`config.mk`:
```
export PLATFORM = sky130hd
export DESIGN_NAME = pc_sequencer
export DESIGN_NICKNAME = d
export VERILOG_FILES = /design/src/rtl/bip2_pkg.sv /design/src/rtl/branch_cond.sv /design/src/rtl/mux_2x1.sv /design/src/rtl/pc_sequencer.sv
export SDC_FILE = /design/constraint.sdc
export NUM_CORES = 1
export LEC_CHECK = 0
export ABC_CLOCK_PERIOD_IN_PS = 3800
export CELL_PAD_IN_SITES_DETAIL_PLACEMENT = 0
export CELL_PAD_IN_SITES_GLOBAL_PLACEMENT = 1
export CORE_MARGIN = 3
export CORE_UTILIZATION = 33
export DETAILED_ROUTE_END_ITERATION = 10
export GPL_ROUTABILITY_DRIVEN = 0
export HOLD_SLACK_MARGIN = 0.1
export PLACE_DENSITY = 0.8
export SYNTH_ARGS = -nofsm -noshare
export SYNTH_HDL_FRONTEND = slang
export SYNTH_SLANG_ARGS = --single-unit
```
`constraint.sdc`:
```
create_clock -name clk_i -period 3.8 [get_ports clk_i]
set_clock_uncertainty 0.05 [all_clocks]
set_input_delay 0.38 -clock clk_i [delete_from_list [all_inputs] [get_ports clk_i]]
set_output_delay 0.38 -clock clk_i [all_outputs]
set_load 0.005 [all_outputs]
```
`src/rtl/bip2_pkg.sv`:
```
// Shared BIP-2 definitions: opcode encodings and the sequencer state encoding.
package bip2_pkg;

    localparam logic [4:0] OP_HLT = 5'b00000;
    localparam logic [4:0] OP_BEQ = 5'b01000;
    localparam logic [4:0] OP_BNE = 5'b01001;
    localparam logic [4:0] OP_BGT = 5'b01010;
    localparam logic [4:0] OP_BGE = 5'b01011;
    localparam logic [4:0] OP_BLT = 5'b01100;
    localparam logic [4:0] OP_BLE = 5'b01101;
    localparam logic [4:0] OP_JMP = 5'b01110;

    typedef enum logic [1:0] {
        ST_FETCH = 2'b00,
        ST_EXEC  = 2'b01,
        ST_HALT  = 2'b10
    } state_e;

endpackage

```
`src/rtl/branch_cond.sv`:
```
// Branch condition decode: opcode plus Z/N status flags -> branch taken.
module branch_cond #(
    parameter int OP_W = 5
) (
    input  logic [OP_W-1:0] opcode_i,
    input  logic            z_i,
    input  logic            n_i,
    output logic            take_o
);
    import bip2_pkg::*;

    always_comb begin
        take_o = 1'b0;
        case (opcode_i)
            OP_W'(OP_BEQ): take_o = z_i;
            OP_W'(OP_BNE): take_o = !z_i;
            OP_W'(OP_BGT): take_o = !z_i && !n_i;
            OP_W'(OP_BGE): take_o = !n_i;
            OP_W'(OP_BLT): take_o = n_i;
            OP_W'(OP_BLE): take_o = n_i || z_i;
            OP_W'(OP_JMP): take_o = 1'b1;
            default:       take_o = 1'b0;
        endcase
    end

endmodule

```
`src/rtl/mux_2x1.sv`:
```
// Generic two-input mux: y = sel ? b : a.
module mux_2x1 #(
    parameter int W = 1
) (
    input  logic [W-1:0] a_i,
    input  logic [W-1:0] b_i,
    input  logic         sel_i,
    output logic [W-1:0] y_o
);

    assign y_o = sel_i ? b_i : a_i;

endmodule

```
`src/rtl/pc_sequencer.sv`:
```
// BIP-2 program-counter sequencer: FETCH/EXEC/HALT control, PC register and branch select.
// Define PC_STALL_EN to add the stall_i freeze port.
module pc_sequencer #(
    parameter int MSB_ROM = 11,
    parameter int LSB     = 0,
    parameter int OP_W    = 5
) (
    input  logic                 clk_i,
    input  logic                 rst_n_i,
    input  logic [OP_W-1:0]      opcode_i,
    input  logic [MSB_ROM-1:LSB] operand_i,
    input  logic                 z_flag_i,
    input  logic                 n_flag_i,
`ifdef PC_STALL_EN
    input  logic                 stall_i,
`endif
    output logic [MSB_ROM-1:LSB] pc_o,
    output logic                 branch_o,
    output logic                 fetch_o,
    output logic                 exec_o,
    output logic                 halted_o
);
    import bip2_pkg::*;

    localparam int AW = MSB_ROM - LSB;
    localparam logic [AW-1:0] PC_ONE = AW'(1);

    state_e               state_q, state_d;
    logic [MSB_ROM-1:LSB] pc_q, pc_d, pc_inc, pc_next;
    logic                 stall;
    logic                 take;

`ifdef PC_STALL_EN
    assign stall = stall_i;
`else
    assign stall = 1'b0;
`endif

    branch_cond #(.OP_W(OP_W)) u_cond (
        .opcode_i (opcode_i),
        .z_i      (z_flag_i),
        .n_i      (n_flag_i),
        .take_o   (take)
    );

    // Wraps modulo 2^AW with no carry out.
    assign pc_inc   = pc_q + PC_ONE;
    assign branch_o = exec_o && take;

    mux_2x1 #(.W(AW)) u_next_pc (
        .a_i   (pc_inc),
        .b_i   (operand_i),
        .sel_i (branch_o),
        .y_o   (pc_next)
    );

    always_comb begin
        state_d  = state_q;
        pc_d     = pc_q;
        fetch_o  = 1'b0;
        exec_o   = 1'b0;
        halted_o = 1'b0;
        case (state_q)
            ST_FETCH: begin
                if (!stall) begin
                    fetch_o = 1'b1;
                    state_d = ST_EXEC;
                end
            end
            ST_EXEC: begin
                // A stalled EXEC re-runs with fresh flags once released.
                if (!stall) begin
                    exec_o = 1'b1;
                    if (opcode_i == OP_W'(OP_HLT)) begin
                        state_d = ST_HALT;
                    end else begin
                        pc_d    = pc_next;
                        state_d = ST_FETCH;
                    end
                end
            end
            ST_HALT: halted_o = 1'b1;
            default: state_d = ST_FETCH;
        endcase
    end

    always_ff @(posedge clk_i or negedge rst_n_i) begin
        if (!rst_n_i) begin
            state_q <= ST_FETCH;
            pc_q    <= '0;
        end else begin
            state_q <= state_d;
            pc_q    <= pc_d;
        end
    end

    assign pc_o = pc_q;

endmodule

```
# Word-level counts from Yosys, hierarchy flattened
# Index checks and enable logic that the tools add are counted.
dict set report totals {
  word_cells 28
  inputBits 20
  ff_bits 13
  out_inout_bits 15
}
dict set report classes {
  n_eq_ne 9
  reduce_logical 8
  addsub 1
  muxes 7
  n_bitwise 1
}
# cell count
set ops {}
lappend ops {{$eq 5x4->1 const B} 7}
lappend ops {{$add 11x1->11 const B} 1}
lappend ops {{$mux 11} 1}
lappend ops {{$pmux 1 s7} 1}
lappend ops {{$pmux 2 s3} 1}
lappend ops {{$logic_not 5->1} 1}
lappend ops {{$mux 1} 3}
lappend ops {{$eq 2x1->1 const B} 1}
lappend ops {{$eq 2x2->1 const B} 1}
lappend ops {{$logic_and 1x1->1} 2}
lappend ops {{$logic_not 1->1} 2}
lappend ops {{$logic_not 2->1} 1}
lappend ops {{$mux 2} 1}
lappend ops {{$reduce_and 2->1} 1}
lappend ops {{$logic_or 1x1->1} 1}
lappend ops {{$not 1->1} 1}

# Longest topological paths before layout
dict set report logic_depth {
  word_depth 5
  depth_mapped 7
  ltp_nobuf 6
}

# Modules after synthesis
# A second synthesis with hierarchy kept.
dict set report hier_totals {
  hier_cells 78
  hier_area_um2 915.9
}
# mod area_per_inst_um2 seq_area_each_um2 n_inst cells_per_inst
set by_module_without_submodules {}
lappend by_module_without_submodules {pc_sequencer 678.2 325.3 1 56}
lappend by_module_without_submodules {mux_2x1 172.7 0.0 1 12}
lappend by_module_without_submodules {branch_cond 65.1 0.0 1 10}

# Least setup slack after synthesis
# Ideal clock, no wire load.
dict set report synth_path {
  path_kind {flip-flop to output port}
  startpoint {register state_q[1]}
  endpoint {output branch_o}
  required_time_ns 3.370
  t_arrival_ns 1.254
  path_stages_with_launch 6
  slack_ns 2.116
  cell_sequence {dfrtp_1 > nand2b_1 > nor3b_1 > o211ai_4 > buf_2 > inv_1}
}
dict set report synth_between {
  elab_chain_len 3
}
# item line
set synth_lines {}
lappend synth_lines {{from (decl)} pc_sequencer.sv:28} ;# state_e state_q, state_d;
lappend synth_lines {{from (signal assigned)} pc_sequencer.sv:92} ;# state_q <= state_d;
lappend synth_lines {{$eq 2x1->1} pc_sequencer.sv:63} ;# case (state_q)
lappend synth_lines {{$mux 1} pc_sequencer.sv:63}
lappend synth_lines {{$logic_and 1x1->1} pc_sequencer.sv:48} ;# assign branch_o = exec_o && take;
lappend synth_lines {{to (decl)} pc_sequencer.sv:18} ;# output logic branch_o,
# No other way between the ends.

# Worst setup path after layout
dict set report layout_path {
  startpoint {input opcode_i[2]}
  endpoint {output branch_o}
}
dict set report layout_between {
  elab_chain_len 3
  word_cells_on_any_way 9
  classes_between {7 x eq/ne; 1 x mux; 1 x reduce/logical}
}
# item line
set layout_lines {}
lappend layout_lines {{from (decl)} pc_sequencer.sv:10} ;# input logic [OP_W-1:0] opcode_i,
lappend layout_lines {{$eq 5x4->1} branch_cond.sv:14} ;# case (opcode_i)
lappend layout_lines {{$pmux 1 s7 (*)} branch_cond.sv:14}
lappend layout_lines {{$logic_and 1x1->1 (*)} pc_sequencer.sv:48}
# Mark *: on every way between the ends. The rest lies on a longest branch, timed or not.

==> summary.txt <==
Route
  – DR WL/cell: 13.8 um
  – Antenna Violating Nets Remaining: 0
  – Avg Vias per Cell: 5.20
  – DR DRC count: 0
  – Via Count: 842
  – Number of DRC markers in iteration 0: 11
  – Wirelength, routed: 2.23 mm
  – DRT Pass-1 Iters: 4

Synth
  – #FFs+latches synth: 13
  – Number of synthesized flops with an enable pin: 0
  – Post-synthesis sequential area ratio: 36.5%
  – Synth Warn #: 0
  – Ys flop type: dfrtp_1
  – Synth unique cells: 28
  – Mapped cell area: 892 um2
  – Post-Synthesis Net Count: 117
  – Async S/R FF share, synth: 100%
  – Mean Syn Cell Area: 9.29 um2
  – Syn Inst Count: 96

Global routing
  – GRT met3 Usage: 2.67%
  – GR Util met2: 22.7%
  – Number of global-route vias before repair: 857
  – First-pass GRT wire length: 3.78 mm
  – Largest net degree at the start of global routing: 21
  – GRT Total Usage: 14.2%
  – GR Util met1: 19.3%
  – Initial antenna violation count: 0
  – Busiest grt layer: met2
  – GR Overflow Total: 0

Clock network
  – CTS Root Cell: clkbuf_4
  – H-tree levels: 1
  – CTS clk-pin slew, worst paths: 80 ps
  – Clk buf depth: 2
  – Resize count post-CTS: 0
  – TritonCTS clock tree: done
  – Num CTS Buffers: 3
  – Hold_buf cts: 0
  – Number of setup buffers added after CTS: 0
  – Clk sink count: 13
  – Worst-Skew Late Latency: 270 ps

Critical path
  – Worst r2r src: state_q[1]$_DFFE_PN0N_
  – Crit path from: opcode_i[2]
  – WS Path Type: in -> out
  – CP peak stage delay: 500 ps
  – Crit path capture type: primary output
  – Startpoint types: primary input
  – Critical path arrival: 2100 ps
  – CP required: 3370 ps
  – Most used cell, CP: clkdlybuf4s50_1
  – Crit-path max FO: 5
  – Critical path cell sequence: clkdlybuf4s50_1 -> or2_2 -> o21ai_2 -> o211ai_4 -> inv_1 -> clkdlybuf4s50_1
  – Worst path slowest cell: clkdlybuf4s50_1

Layout
  – Layout area overhead: 43.8%
  – Final nets: 154
  – Ant. Diodes: 0
  – Layout cells sized above 1: 7.58%

Min path
  – Min-Delay Path Class: reg -> reg
  – Hold Startpoint: state_q[1]$_DFFE_PN0N_

Pwr
  – Leakage: 0.570 nW
  – Pwr/cell area: 623 nW/um2
  – VDD IR max: 0.324 mV
  – Overall power: 0.000799 W

Timing
  – Tcrit/Tclk final: 66.5%
  – Final slew viol count: 0
  – Worst Max-Slew Pin Slew: 794 ps
  – Setup violators final: 0
  – Setup ws final: 1270 ps
  – Final period demand of the worst path: 2530 ps
  – Final hold vios: 0
  – RSZ-0062 raised after global routing: no
  – Fmax: 396 MHz
  – Rel. slew slack: 46.9%
  – TNS Setup: 0 ps

Placed design
  – Worst slack, placed: 1280 ps
  – HPWL Detailed: 1.63 mm
  – PortBufs: 34

Floorplan
  – IO Count: 35
  – Chip width: 58.0 um
  – Initial Util: 35.4%
  – Std cell rows: 18
  – Total die area: 3360 um2
  – Core ar.: 2520 um2
  – Die Y: 58.0 um

Status
  – Status: finished clean

Run
  – Maxcap violations: 0
==> registers in the layout, indices dropped and copies added (netlist names) <==
register,count
pc_o,11
state_q,2
==> routing by layer <==
layer | routed length, um | vias up
met5 | 0 | -
met4 | 8 | 0
met3 | 143 | 2
met2 | 1040 | 27
met1 | 1050 | 391
li1 | - | 422
==> stage by stage <==
stage          area, um2  cells  utilization, %  hold WS (ps)
2_1_floorplan        892     96               -          34.4
3_3_place_gp        1260    158            49.8           390
3_5_place_dp        1260    158            49.8           390
4_1_cts             1280    162            50.8           401
5_1_grt             1280    162            50.8           422
6_report            1280    162            50.8           399
==> critical path: cells and delay by family <==
family	cells	cell delay, ps
compound gates	2	280
buf+inv	3	1070
simple gates	1	360
==> report_power, final <==
part / internal (W) / switching (W) / leakage [nW]
Sequential: 0.000204 / 0.0000874 / 0.150
Clock: 0.0000407 / 0.0000445 / 0.0150
Combinational: 0.000246 / 0.000176 / 0.405
==> cells in the final DEF (no fill, tap or decap), drive strengths merged, types with 2 or more instances in the layout <==
master,n
a21o,2
a21oi,9
a2bb2oi,8
clkbuf,4
clkdlybuf4s50,34
dfrtp,13
inv,6
mux2i,10
nand2,11
nand3,7
nand4,3
nor2,6
nor2b,2
o211ai,2
o21ai,2
or2,2
==> cell type report <==
class / instances / area, um2
fillers: 253 / 1240
multi-input cells: 74 / 523
repair buffers: 35 / 348
flip-flops and latches: 13 / 325
well taps: 30 / 37.5
clock buffers: 4 / 26.3
inverters: 6 / 22.5
==> Yosys cell counts, types with 2 or more instances <==
| cell | count | area [um2] |
|---|---|---|
| dfrtp_1 | 13 | 325 |
| inv_1 | 6 | 22.5 |
| buf_2 | 2 | 10.0 |
| nand4_1 | 3 | 18.8 |
| a21oi_1 | 9 | 45.0 |
| or2_2 | 2 | 12.5 |
| nor2_1 | 6 | 22.5 |
| nand3_1 | 7 | 35.0 |
| a2bb2oi_1 | 8 | 70.1 |
| nand2_1 | 11 | 41.3 |
| mux2i_1 | 10 | 100 |
| nor2b_1 | 2 | 12.5 |
| a21o_1 | 2 | 15.0 |
==> logic make-up (layout without fill, tap and decap cells) <==
group | count (synthesis) | count (layout) | synth area share, %
simple gates | 36 | 36 | 19.8
compound gates | 26 | 26 | 25.2
flops | 13 | 13 | 36.5
mux | 10 | 10 | 11.2
buf+inv | 9 | 45 | 4.91
fa+ha+maj | 1 | 1 | 1.40
xor+xnor | 1 | 1 | 0.982
==> final timing paths <==
kind	depth (start not counted)	to	slack, ps
max	6	branch_o	1270
min	1	state_q[0]$_DFFE_PN0N_	400
max reg2reg	6	pc_o[5]$_DFFE_PN0P_	1980
min reg2reg	1	state_q[0]$_DFFE_PN0N_	400
max in group asynchronous	1	state_q[0]$_DFFE_PN0N_	2870
min in group asynchronous	1	pc_o[0]$_DFFE_PN0P_	440
Power figures use the tool's default switching activity.
